--- src/rtl/cpc_video_fetch_if.sv ---
// rtl/cpc_video_fetch_if.sv - video RAM read port (request/acknowledge)
interface cpc_video_fetch_if;
    logic        ram_req;
    logic [15:0] ram_addr;
    logic        ram_ack;
    logic [7:0]  ram_data;

    modport master (
        output ram_req,
        output ram_addr,
        input  ram_ack,
        input  ram_data
    );

    modport slave (
        input  ram_req,
        input  ram_addr,
        output ram_ack,
        output ram_data
    );
endinterface

--- src/rtl/cpc_video_fetch.sv ---
// rtl/cpc_video_fetch.sv - CPC video byte fetch, pixel decode and sync shaping
module cpc_video_fetch (
    input  logic              clock_i,
    input  logic              reset_i,
    input  logic              clken_i,
    input  logic [13:0]       ma_i,
    input  logic [4:0]        ra_i,
    input  logic              de_i,
    input  logic              hsync_i,
    input  logic              vsync_i,
    input  logic [1:0]        mode_i,
    cpc_video_fetch_if.master ram,
    output logic [3:0]        pix_idx_o,
    output logic              pix_border_o,
    output logic              hs_out_o,
    output logic              vs_out_o,
    output logic              late_o
);

    typedef enum logic [2:0] {
        S_IDLE = 3'd0,
        S_GAP  = 3'd1,
        S_REQ0 = 3'd2,
        S_REQ1 = 3'd3,
        S_DONE = 3'd4
    } fetch_state_t;

    fetch_state_t state_q, state_d;

    // fetch stage: character sampled at the last CLKEN
    logic [14:0] f_addr_q;
    logic        f_de_q, f_hs_q, f_vs_q;
    logic [1:0]  mode_lat_q;

    // bytes captured during the current fetch window
    logic [7:0]  fb0_q, fb1_q;

    // bytes and lateness presented to the display load on CLKEN
    logic [7:0]  ld_b0, ld_b1;
    logic        win_late;

    // display stage
    logic [15:0] sr_q;
    logic [3:0]  phase_q;
    logic [1:0]  d_mode_q;
    logic        d_de_q, d_hs_q, d_vs_q;
    logic        pix_end;
    logic [7:0]  pix_byte;

    // sync shaping
    logic [2:0]  hs_run_q, hs_run_d;
    logic        hs_out_q, hs_out_d;
    logic        vs_out_q, vs_out_d;
    logic [1:0]  vs_falls_q, vs_falls_d;
    logic        late_q;

    // MA[11:10] and RA[4:3] do not take part in the video address
    logic unused_addr_bits;
    assign unused_addr_bits = &{1'b0, ma_i[11:10], ra_i[4:3]};

    // Fetch FSM state register; reset wins over CLKEN
    always_ff @(posedge clock_i) begin
        if (reset_i) begin
            state_q <= S_IDLE;
        end else begin
            state_q <= state_d;
        end
    end

    // Fetch FSM next state: CLKEN always restarts the window through GAP
    always_comb begin
        state_d = state_q;
        if (clken_i) begin
            state_d = S_GAP;
        end else begin
            case (state_q)
                S_GAP:   state_d = S_REQ0;
                S_REQ0:  if (ram.ram_ack) state_d = S_REQ1;
                S_REQ1:  if (ram.ram_ack) state_d = S_DONE;
                default: state_d = state_q;
            endcase
        end
    end

    // Fetch FSM outputs: request held with a stable address until acked
    always_comb begin
        ram.ram_req  = 1'b0;
        ram.ram_addr = 16'h0000;
        case (state_q)
            S_REQ0: begin
                ram.ram_req  = 1'b1;
                ram.ram_addr = {f_addr_q, 1'b0};
            end
            S_REQ1: begin
                ram.ram_req  = 1'b1;
                ram.ram_addr = {f_addr_q, 1'b1};
            end
            default: begin
                ram.ram_req  = 1'b0;
                ram.ram_addr = 16'h0000;
            end
        endcase
    end

    // Sample the CRTC character into the fetch stage on every CLKEN
    always_ff @(posedge clock_i) begin
        if (reset_i) begin
            f_addr_q <= 15'h0000;
            f_de_q   <= 1'b0;
            f_hs_q   <= 1'b0;
            f_vs_q   <= 1'b0;
        end else if (clken_i) begin
            f_addr_q <= {ma_i[13:12], ra_i[2:0], ma_i[9:0]};
            f_de_q   <= de_i;
            f_hs_q   <= hsync_i;
            f_vs_q   <= vsync_i;
        end
    end

    // Latch the screen mode on a rising edge of the sampled CRTC HSYNC
    always_ff @(posedge clock_i) begin
        if (reset_i) begin
            mode_lat_q <= 2'd0;
        end else if (clken_i && hsync_i && !f_hs_q) begin
            mode_lat_q <= mode_i;
        end
    end

    // Capture acknowledged bytes; a new window starts with both cleared
    always_ff @(posedge clock_i) begin
        if (reset_i) begin
            fb0_q <= 8'h00;
            fb1_q <= 8'h00;
        end else if (clken_i) begin
            fb0_q <= 8'h00;
            fb1_q <= 8'h00;
        end else if (state_q == S_REQ0 && ram.ram_ack) begin
            fb0_q <= ram.ram_data;
        end else if (state_q == S_REQ1 && ram.ram_ack) begin
            fb1_q <= ram.ram_data;
        end
    end

    // Bytes for the display load; a same-cycle ack is bypassed, missing bytes read as 0
    always_comb begin
        ld_b0    = fb0_q;
        ld_b1    = fb1_q;
        win_late = 1'b0;
        case (state_q)
            S_REQ0: begin
                ld_b0    = ram.ram_ack ? ram.ram_data : 8'h00;
                ld_b1    = 8'h00;
                win_late = 1'b1;
            end
            S_REQ1: begin
                ld_b1    = ram.ram_ack ? ram.ram_data : 8'h00;
                win_late = 1'b1;
            end
            default: begin
                ld_b0    = fb0_q;
                ld_b1    = fb1_q;
                win_late = 1'b0;
            end
        endcase
    end

    // Sticky late-fetch flag
    always_ff @(posedge clock_i) begin
        if (reset_i) begin
            late_q <= 1'b0;
        end else if (clken_i && win_late) begin
            late_q <= 1'b1;
        end
    end

    // A pixel ends every 1, 2 or 4 clocks depending on the latched mode
    always_comb begin
        case (d_mode_q)
            2'd2:    pix_end = 1'b1;
            2'd1:    pix_end = phase_q[0];
            default: pix_end = &phase_q[1:0];
        endcase
    end

    // Display stage: load on CLKEN, then shift within a byte and step to the next byte every 8 clocks.
    // DE resets to 1 so the idle output is pen 0 without the border flag.
    always_ff @(posedge clock_i) begin
        if (reset_i) begin
            sr_q     <= 16'h0000;
            phase_q  <= 4'd0;
            d_mode_q <= 2'd0;
            d_de_q   <= 1'b1;
            d_hs_q   <= 1'b0;
            d_vs_q   <= 1'b0;
        end else if (clken_i) begin
            sr_q     <= {ld_b0, ld_b1};
            phase_q  <= 4'd0;
            d_mode_q <= mode_lat_q;
            d_de_q   <= f_de_q;
            d_hs_q   <= f_hs_q;
            d_vs_q   <= f_vs_q;
        end else begin
            phase_q <= phase_q + 4'd1;
            if (&phase_q[2:0]) begin
                sr_q <= {sr_q[7:0], 8'h00};
            end else if (pix_end) begin
                sr_q[15:8] <= {sr_q[14:8], 1'b0};
            end
        end
    end

    // Pen decode of the current byte, forced to border when DE is low
    always_comb begin
        pix_byte     = sr_q[15:8];
        pix_border_o = 1'b0;
        case (d_mode_q)
            2'd2:    pix_idx_o = {3'b000, pix_byte[7]};
            2'd0:    pix_idx_o = {pix_byte[1], pix_byte[5], pix_byte[3], pix_byte[7]};
            default: pix_idx_o = {2'b00, pix_byte[3], pix_byte[7]};
        endcase
        if (!d_de_q) begin
            pix_idx_o    = 4'h0;
            pix_border_o = 1'b1;
        end
    end

    // Sync shaping evaluated at each display load
    always_comb begin
        hs_run_d   = hs_run_q;
        hs_out_d   = hs_out_q;
        vs_out_d   = vs_out_q;
        vs_falls_d = vs_falls_q;
        if (clken_i) begin
            if (!f_hs_q) begin
                hs_run_d = 3'd0;
                hs_out_d = 1'b0;
            end else begin
                if (hs_run_q != 3'd7) begin
                    hs_run_d = hs_run_q + 3'd1;
                end
                hs_out_d = (hs_run_d >= 3'd3) && (hs_run_d <= 3'd6);
            end
            if (!f_vs_q) begin
                vs_out_d = 1'b0;
            end else if (!d_vs_q) begin
                vs_out_d   = 1'b1;
                vs_falls_d = 2'd0;
            end else if (vs_out_q && d_hs_q && !f_hs_q) begin
                vs_falls_d = vs_falls_q + 2'd1;
                if (vs_falls_q == 2'd1) begin
                    vs_out_d = 1'b0;
                end
            end
        end
    end

    // Sync shaping registers
    always_ff @(posedge clock_i) begin
        if (reset_i) begin
            hs_run_q   <= 3'd0;
            hs_out_q   <= 1'b0;
            vs_out_q   <= 1'b0;
            vs_falls_q <= 2'd0;
        end else begin
            hs_run_q   <= hs_run_d;
            hs_out_q   <= hs_out_d;
            vs_out_q   <= vs_out_d;
            vs_falls_q <= vs_falls_d;
        end
    end

    assign hs_out_o = hs_out_q;
    assign vs_out_o = vs_out_q;
    assign late_o   = late_q;

endmodule

--- src/flat_wrapper.sv ---
// flat-port wrapper written by rule: the top's interface ports become plain ports
module cpc_video_fetch_flat 
  (clock_i, reset_i, clken_i, ma_i, ra_i, de_i, hsync_i, vsync_i, mode_i, pix_idx_o, pix_border_o, hs_out_o, vs_out_o, late_o, ram_ram_req, ram_ram_addr, ram_ram_ack, ram_ram_data);
  cpc_video_fetch_if ram_i ();
  input  logic clock_i;
  input  logic reset_i;
  input  logic clken_i;
  input  logic [13:0] ma_i;
  input  logic [4:0] ra_i;
  input  logic de_i;
  input  logic hsync_i;
  input  logic vsync_i;
  input  logic [1:0] mode_i;
  output logic [3:0] pix_idx_o;
  output logic pix_border_o;
  output logic hs_out_o;
  output logic vs_out_o;
  output logic late_o;
  output wire logic [$bits(ram_i.ram_req)-1:0] ram_ram_req;
  output wire logic [$bits(ram_i.ram_addr)-1:0] ram_ram_addr;
  input wire logic [$bits(ram_i.ram_ack)-1:0] ram_ram_ack;
  input wire logic [$bits(ram_i.ram_data)-1:0] ram_ram_data;
  assign ram_ram_req = ram_i.ram_req;
  assign ram_ram_addr = ram_i.ram_addr;
  assign ram_i.ram_ack = ram_ram_ack;
  assign ram_i.ram_data = ram_ram_data;
  cpc_video_fetch u_core (.clock_i(clock_i), .reset_i(reset_i), .clken_i(clken_i), .ma_i(ma_i), .ra_i(ra_i), .de_i(de_i), .hsync_i(hsync_i), .vsync_i(vsync_i), .mode_i(mode_i), .ram(ram_i), .pix_idx_o(pix_idx_o), .pix_border_o(pix_border_o), .hs_out_o(hs_out_o), .vs_out_o(vs_out_o), .late_o(late_o));
endmodule
--- config.mk ---
export PLATFORM = sky130hd
export DESIGN_NAME = cpc_video_fetch_flat
export DESIGN_NICKNAME = d
export VERILOG_FILES = /design/src/rtl/cpc_video_fetch_if.sv /design/src/rtl/cpc_video_fetch.sv /design/src/flat_wrapper.sv
export SDC_FILE = /design/constraint.sdc
export NUM_CORES = 1
export LEC_CHECK = 0
export CORE_MARGIN = 2
export CORE_UTILIZATION = 50
export CTS_BUF_LIST = sky130_fd_sc_hd__clkbuf_16
export CTS_CLUSTER_DIAMETER = 150
export CTS_CLUSTER_SIZE = 40
export DETAILED_ROUTE_END_ITERATION = 8
export PLACE_DENSITY_LB_ADDON = 0.05
export RECOVER_POWER = 100
export SETUP_SLACK_MARGIN = 0.02
export SLEW_MARGIN = 10
export SYNTH_ARGS = -nofsm -noshare
export SYNTH_HDL_FRONTEND = slang
export SYNTH_SLANG_ARGS = --single-unit
--- constraint.sdc ---
create_clock -name clock_i -period 2.8 [get_ports clock_i]
set_clock_uncertainty 0.15 [all_clocks]
set_input_delay 0.56 -clock clock_i [delete_from_list [all_inputs] [get_ports clock_i]]
set_output_delay 0.56 -clock clock_i [all_outputs]
set_load 0.05 [all_outputs]
==> Word-level counts from Yosys, hierarchy flattened <==
Index checks and enable logic that the tools add are counted.
{ "totals": {"reg_bits": 72, "inputBits": 36, "output_inout_bits": 25, "elab_cells": 92} }
{ "classes": {"addsub": 3, "order_cmp": 2, "n_eq_ne": 14, "muxes": 28, "bitwise": 1, "n_reduce_logical": 23} }
{ "ops": {"columns": ["op", "count"], "rows": [
  ["two-way mux 8 bit", 5],
  ["case mux 16 bit (2 select lines)", 1],
  ["two-way mux 3 bit", 6],
  ["two-way mux 16 bit", 1],
  ["case mux 8 bit (2 select lines)", 1],
  ["!= test 3 bit (second input constant)", 5],
  ["AND reduction 3 bit", 5],
  ["case mux 3 bit (3 select lines)", 1],
  ["logical AND 1 bit", 8],
  ["two-way mux 1 bit", 8],
  ["case mux 4 bit (2 select lines)", 1],
  ["equality test 3 x 2 -> 1 bit (second input constant)", 2],
  ["!= test 2 bit (second input constant)", 3],
  ["nonzero test 3 bit", 2],
  ["adder 4 x 1 -> 4 bit (second input constant)", 1],
  ["equality test 2 x 1 -> 1 bit (second input constant)", 2],
  ["two-way mux 2 bit", 2],
  ["two-way mux 4 bit", 1],
  ["AND reduction 2 bit", 2],
  ["nonzero test 4 bit", 1],
  ["OR reduction 2 bit", 2],
  ["adder 3 x 1 -> 3 bit (second input constant)", 1],
  ["equality test 3 x 1 -> 1 bit (second input constant)", 1],
  ["greater-or-equal comparator 3 x 2 -> 1 bit (second input constant)", 1],
  ["other kinds (8)", 8]
]} }

==> Longest topological paths before layout <==
Gate-level depths: netlist of the first run.
{ "logic_depth": {"ltp_word": 7, "mapped_depth": 8, "depth_no_buf": 6} }

==> Worst setup path after synthesis of the first run <==
OpenSTA, ideal clock, no wires.
{ "synth_path": {"path_kind": "register -> output", "start": "register u_core.state_q[2]", "end": "output ram_ram_addr[11]", "t_arrival_ps": 1970, "required_time_ps": 2090, "setup_slack_ps": 120, "path_stages_with_launch": 7, "path_buffers": 3, "path_cell_list": "dfxtp_1 -> nand2b_1 -> buf_6 -> inv_4 -> clkbuf_1 -> clkbuf_1 -> and2_1"} }
{ "synth_via": {"elab_chain_len": 2, "elab_cells_between_ends": 3, "cone_classes": "2 x eq/ne; 1 x mux"} }
{ "synth_lines": {"columns": ["item", "line_no", "text"], "rows": [
  ["start: declaration", "cpc_video_fetch.sv:28", "fetch_state_t state_q, state_d;"],
  ["start signal: assignment", "cpc_video_fetch.sv:66", "state_q <= state_d;"],
  ["equality test 3 x 2 -> 1 bit", "cpc_video_fetch.sv:89", "case (state_q)"],
  ["case mux 16 bit (2 select lines) (*)", "cpc_video_fetch.sv:89", null],
  ["end: declaration", "flat_wrapper.sv:20", "output wire logic [$bits(ram_i.ram_addr)-1:0] ram_ram_addr;"]
]} }
Every way passes the cells marked *; elsewhere a longest branch is shown, timed or not.

==> Final worst setup path of the first run <==
{ "layout_path": {"start": "register u_core.d_mode_q[0]", "end": "output pix_idx_o[1]"} }
{ "layout_via": {"elab_chain_len": 3, "elab_cells_between_ends": 4, "cone_classes": "1 x eq/ne; 2 x mux; 1 x reduce/logical"} }
{ "layout_lines": {"columns": ["item", "line_no", "text"], "rows": [
  ["start: declaration", "cpc_video_fetch.sv:45", "logic [1:0] d_mode_q;"],
  ["start signal: assignment", "cpc_video_fetch.sv:198", "d_mode_q <= mode_lat_q;"],
  ["equality test 2 bit / zero test 2 bit (equally long branches)", "cpc_video_fetch.sv:216", "case (d_mode_q)"],
  ["case mux 4 bit (2 select lines) (*)", "cpc_video_fetch.sv:216", null],
  ["two-way mux 4 bit (*)", "cpc_video_fetch.sv:221", "if (!d_de_q) begin"],
  ["end: declaration", "flat_wrapper.sv:14", "output logic [3:0] pix_idx_o;"]
]} }
Marked as above.

==> results.rst, run 1 <==
.. list-table::
   :header-rows: 1

   * - Metric
     - Value
   * - Wirelength per Cell
     - 14.6 microns
   * - Outcome
     - completed
   * - Total power
     - 0.00227 W
   * - Kind of critical path
     - flop to output port
   * - Global-route wire length before repair
     - 11700 microns
   * - Tot GR Track Use
     - 0.208
   * - Count of mapped cells out of synthesis
     - 345
   * - Overflow left after global routing
     - 0
   * - Drt drc
     - 0
   * - Core area
     - 5960 sq um
   * - Ant diodes
     - 0
   * - Share of synthesized area occupied by flip-flops and latches
     - 0.457
   * - Pwr per Cell Area
     - 585 nW/um^2
   * - Final WL
     - 7030 microns
   * - Clock Sinks
     - 71
   * - Mapped Nets
     - 389
   * - Routed via count divided by cell count
     - 5.53
   * - RePlAce Congestion
     - 0.790
   * - Most frequent cells in the layout
     - 71 x dfxtp_1, 42 x nor2_1, 42 x nand2_1
   * - Headroom to the max-slew limit
     - 0.317
   * - Worst skew pair latency
     - 330 ps
   * - Clock slew at reported path FFs
     - 50 ps
   * - Leakage power summed over all cells
     - 1.58 nW
   * - Vias in the first global route
     - 2548
   * - MaxCap Viol Count
     - 0
   * - Type of destination of the critical path
     - output port
   * - Cell taking the most area after synthesis
     - dfxtp_1
   * - Final critical path time including I/O delays and setup
     - 2680 ps
   * - Initial antenna violation count
     - 0
   * - Data required time of the worst path
     - 2090 ps
   * - CP Max Fanout
     - 3
   * - Setup repair after global routing missed its margin
     - no
   * - Synth warn
     - 0
   * - Worst hold slack after final layout
     - 303 ps
   * - Max Clock Freq
     - 372 MHz
   * - Starting DRC count in detailed routing
     - 152
   * - Finish-stage setup viols
     - 0
   * - Largest buffer count on any clock path
     - 2
   * - Library cell used as clock root buffer
     - clkbuf_16
   * - Vias post-DR
     - 2666
   * - Arr. time, crit path
     - 1970 ps
   * - Number of core rows
     - 28
   * - Port-buffer cells
     - 56
   * - Final hold viol count
     - 0
   * - Share of the clock period used by the worst path after layout
     - 0.959
   * - Detailed placer's ending HPWL
     - 4930 microns
   * - Final worst slack
     - 115 ps
   * - Top-level I/O count
     - 61
   * - Most common cell after layout, fill and taps aside
     - dfxtp_1
   * - Flip-flop and latch count after synthesis
     - 71
   * - Setup TNS
     - 0 ps
   * - IR drop worst, VDD
     - 0.000386 V
   * - Area growth from synthesis to layout
     - 24.9%
   * - Mean cell area of the mapped netlist
     - 9.02 sq um
   * - TritonRoute pass-1 iters
     - 4
   * - Worst Hold Class
     - flop to flop
   * - Maximum number of pins on one net before global-route repair
     - 29
   * - Post-Syn Area
     - 3110 sq um
   * - Post-route non-filler standard cell count
     - 482
   * - Count of antenna-violating nets left after detailed routing
     - 0
   * - Cell variety after synth
     - 39
   * - H-tree levels
     - 3
   * - Die Wd
     - 82.9 microns
   * - Post-Place Worst Slack
     - 411 ps
   * - Number of max-slew violations in the final report
     - 0
   * - Total CTS buffers
     - 9
   * - Number of cells after detailed placement
     - 466
   * - Slew at the pin with the worst max-slew slack
     - 1020 ps
   * - Post-CTS Setup Bufs
     - 0
   * - Die area
     - 6870 sq um
   * - Startpoint kind of the worst setup timing path
     - flop
   * - Clock tree from TritonCTS
     - done
   * - Share of final-layout standard cells stronger than drive strength 1
     - 0.0934
   * - Initial cell density of the core
     - 0.522
   * - Die span in y
     - 82.9 microns
   * - Most area-consuming cells after synthesis
     - dfxtp_1 46%, mux2i_1 9.3%, a21oi_1 5.6%
   * - Final #Nets
     - 446
   * - Area share of the largest cell type after synthesis
     - 0.457
==> final timing paths <==
path,start,endpoint,slack (ps),depth (start not counted)
worst max register to register,u_core.phase_q[0],u_core.sr_q[11],400,6
worst min-delay path,u_core.phase_q[0],u_core.phase_q[0],300,1
worst min register to register,u_core.phase_q[0],u_core.phase_q[0],300,1
worst max-delay path,u_core.d_mode_q[0],pix_idx_o[1],120,5
==> state kept, by name, indices dropped and copies added (netlist names), 2 cells and up <==
register / flops
u_core.d_mode_q: 2
u_core.f_addr_q: 15
u_core.fb0_q: 8
u_core.fb1_q: 8
u_core.hs_run_q: 3
u_core.mode_lat_q: 2
u_core.phase_q: 3
u_core.sr_q: 16
u_core.state_q: 3
u_core.vs_falls_q: 2
==> synth_stat cells, drive strengths merged <==
cell and instances:
buf 9, clkbuf 11, or3b 1, o221ai 1, nand3 2, o211ai 2
or3 1, and4b 1, nor2 42, dfxtp 71, nor3 2, mux2i 29
o21ai 2, a22o 10, clkinv 1, nand3b 4, a32o 7, ha 8
a22oi 9, and3 4, a21oi 35, a221oi 2, o21a 1, a211o 1
nand2 42, inv 13, mux2 1, nand2b 3, a221o 7, and2 19
o22a 2, nor4 1, o22ai 1
==> metal layers <==
metal / global-route usage / up-vias / wire length [microns]
met2: 0.351 / 52 / 3420
met4: 0.0894 / 0 / 110
li1: - / 1325 / -
met3: 0.0408 / 12 / 253
met5: 0 / - / 0
met1: 0.257 / 1277 / 3240
==> critical path, stage by stage (launching register included) <==
cell,delay (ps)
dfxtp_1,320
inv_1,80
ha_1,210
inv_1,50
a21oi_1,150
clkdlybuf4s50_1,820
==> cells by family after synthesis <==
logic type | count (synthesis) | synth area share
AOI/OAI and AO/OA | 80 | 0.181
and+or+nand+nor | 122 | 0.182
buffers and inverters | 34 | 0.0515
DFF | 71 | 0.457
adders and majority gates | 8 | 0.0322
muxes | 30 | 0.0969
==> cell type report <==
class                      instances  area [sq um]
inverter                          14          55.1
multi-input combinational        240          1530
clock buffer                       9           225
sequential                        71          1420
fill                             546          2070
tap                               75          93.8
clock inverter                     7          33.8
timing repair buffer              66           531
==> power by group <==
part           internal, W  total (W)  switching (W)  leakage (nW)
sequential         0.00104    0.00106      0.0000188         0.578
clock             0.000584   0.000990       0.000406         0.140
combinational    0.0000976   0.000221       0.000124         0.861
total              0.00172    0.00227       0.000549          1.58
==> timing repair <==
action                                  CTS  global route
endpoints found under the setup margin    0             2
hold buffers                              0             0
gates resized for setup                   0             2
==> stage by stage <==
| step | utilization | instance area [sq um] |
|---|---|---|
| CTS | 0.664 | 3950 |
| finish | 0.653 | 3890 |
| global placement | 0.620 | 3690 |
| detailed placement | 0.620 | 3690 |
| global route | 0.653 | 3890 |
| floorplan | - | 3110 |
(Power assumes the default switching activity.)
==> run 2: changes to the inputs <==
CTS_CLUSTER_SIZE = default   (was 40)
TNS_END_PERCENT = 5   (was default)
==> run 2 against run 1 <==
Flip-flop and latch count stayed put. Non-clock buffer count stayed put. Count of clock-buffer cells in the layout stayed put. First-iteration DRC count is 2.0% higher. Routed wire length hardly changed. Fmax is 0.88% lower. Die area stayed put. Clock power hardly changed. Worst setup slack worse by 24 ps.
==> results.rst, run 2 (synthesis results as in run 1) <==
.. list-table::
   :header-rows: 1

   * - Metric
     - Value
   * - Type of destination of the critical path
     - output port
   * - Headroom to the max-slew limit
     - 0.300
   * - R2r startpoint
     - u_core.state_q[2]
   * - Most common cell after layout, fill and taps aside
     - dfxtp_1
   * - Clock tree from TritonCTS
     - done
   * - MaxCap Viol Count
     - 0
   * - Kind of critical path
     - flop to output port
   * - Die span in y
     - 82.9 microns
   * - TritonRoute pass-1 iters
     - 4
   * - Maximum number of pins on one net before global-route repair
     - 29
   * - Final #Nets
     - 446
   * - Share of the clock period used by the worst path after layout
     - 0.967
   * - Outcome
     - completed
   * - Number of max-slew violations in the final report
     - 0
   * - Total power
     - 0.00228 W
   * - Detailed placer's ending HPWL
     - 4930 microns
   * - Number of core rows
     - 28
   * - Library cell used as clock root buffer
     - clkbuf_16
   * - Largest buffer count on any clock path
     - 2
   * - Registers with the most flip-flops
     - u_core.sr_q x16, u_core.f_addr_q x15
   * - Clock Sinks
     - 71
   * - Worst Hold Launch
     - u_core.phase_q[0]
   * - Post-CTS Setup Bufs
     - 0
   * - Initial cell density of the core
     - 0.522
   * - Setup repair after global routing missed its margin
     - yes
   * - Worst hold slack after final layout
     - 303 ps
   * - CP Max Fanout
     - 10
   * - Tot GR Track Use
     - 0.208
   * - Area after DPL
     - 3690 sq um
   * - Arr. time, crit path
     - 2000 ps
   * - Top-level I/O count
     - 61
   * - Max Clock Freq
     - 369 MHz
   * - H-tree levels
     - 3
   * - Global-route wire length before repair
     - 11700 microns
   * - Pwr per Cell Area
     - 584 nW/um^2
   * - Max FFs per register
     - 16
   * - Busiest grt layer
     - met2
   * - Startpoint kind of the worst setup timing path
     - flop
   * - Final WL
     - 7030 microns
   * - Routed via count divided by cell count
     - 5.53
   * - Port-buffer cells
     - 56
   * - Fraction of met2 tracks used by global routing
     - 0.351
   * - RePlAce Congestion
     - 0.790
   * - Setup TNS
     - 0 ps
   * - Routing usage on met1
     - 0.257
   * - IR drop worst, VDD
     - 0.000387 V
   * - Core area
     - 5960 sq um
   * - Die Wd
     - 82.9 microns
   * - Leakage power summed over all cells
     - 1.58 nW
   * - Final critical path time including I/O delays and setup
     - 2710 ps
   * - Slew at the pin with the worst max-slew slack
     - 1050 ps
   * - Final hold viol count
     - 0
   * - Wirelength per Cell
     - 14.6 microns
   * - Starting DRC count in detailed routing
     - 155
   * - Area growth from synthesis to layout
     - 25.2%
   * - Overflow left after global routing
     - 0
   * - Worst skew pair latency
     - 330 ps
   * - Final design utilization
     - 0.654
   * - Worst Hold Class
     - flop to flop
   * - Critical path origin
     - u_core.state_q[2]
   * - Share of final-layout standard cells stronger than drive strength 1
     - 0.0958
   * - Most frequent cells in the layout
     - 71 x dfxtp_1, 42 x nand2_1, 41 x nor2_1
   * - Cell area after layout
     - 3900 sq um
   * - Finish-stage setup viols
     - 0
   * - Vias in the first global route
     - 2548
   * - Clock slew at reported path FFs
     - 60 ps
   * - Initial antenna violation count
     - 0
   * - Ant diodes
     - 0
   * - Drt drc
     - 0
   * - Die area
     - 6870 sq um
   * - Vias post-DR
     - 2667
   * - Total CTS buffers
     - 9
   * - Count of antenna-violating nets left after detailed routing
     - 0
   * - Data required time of the worst path
     - 2090 ps
   * - Met3 routing resource usage after global routing
     - 0.0408
   * - Register bank with the most flops
     - u_core.sr_q
[run 2: cell count changes in the layout (fill, tap and decap cells not counted)]
cell | previous run | this run
clkbuf_1 | 6 | 5
nor2_2 | 0 | 1
nor2_1 | 42 | 41
clkdlybuf4s50_1 | 29 | 30
[run 2: routing by layer]
| metal | routed length, microns | vias to the layer above |
|---|---|---|
| met4 | 113 | 0 |
| met1 | 3230 | 1272 |
| met2 | 3420 | 61 |
| met3 | 262 | 10 |
| met5 | 0 | - |
| li1 | - | 1324 |
[run 2: cell type report]
cell class	count	area, sq um
clock buffer	9	225
clock inverter	7	33.8
fill	547	2060
inverter	14	55.1
multi-input combinational	240	1530
sequential	71	1420
tap	75	93.8
timing repair buffer	66	537
[run 2: where the power goes]
group          internal, W  total [W]  switching (W)
sequential         0.00104    0.00106      0.0000188
clock             0.000584   0.000992       0.000408
combinational    0.0000985   0.000222       0.000124
total              0.00172    0.00228       0.000551
[run 2: worst max-delay path, cell delays in order, from the launching register on]
cell,delay [ps]
dfxtp_1,330
nand2b_1,370
inv_4,150
clkdlybuf4s50_1,820
[run 2: path summary, 6_finish.rpt]
kind                            cells after the start                 to  slack (ps)
worst max-delay path                                3        ram_ram_req          90
worst min-delay path                                1  u_core.phase_q[0]         300
worst max register to register                      6    u_core.sr_q[12]         540
worst min register to register                      1  u_core.phase_q[0]         300
[run 2: what timing repair did]
item	CTS	global route
hold buffers	0	0
setup endpoints to repair	0	2
resized for setup	0	1
[run 2: metrics by stage]
step | setup WS, ps | std cells
2_1_floorplan | 120 | 345
3_3_place_gp | 410 | 466
3_5_place_dp | 411 | 466
4_1_cts | 41.0 | 482
5_1_grt | 10.7 | 482
6_report | 91.3 | 482
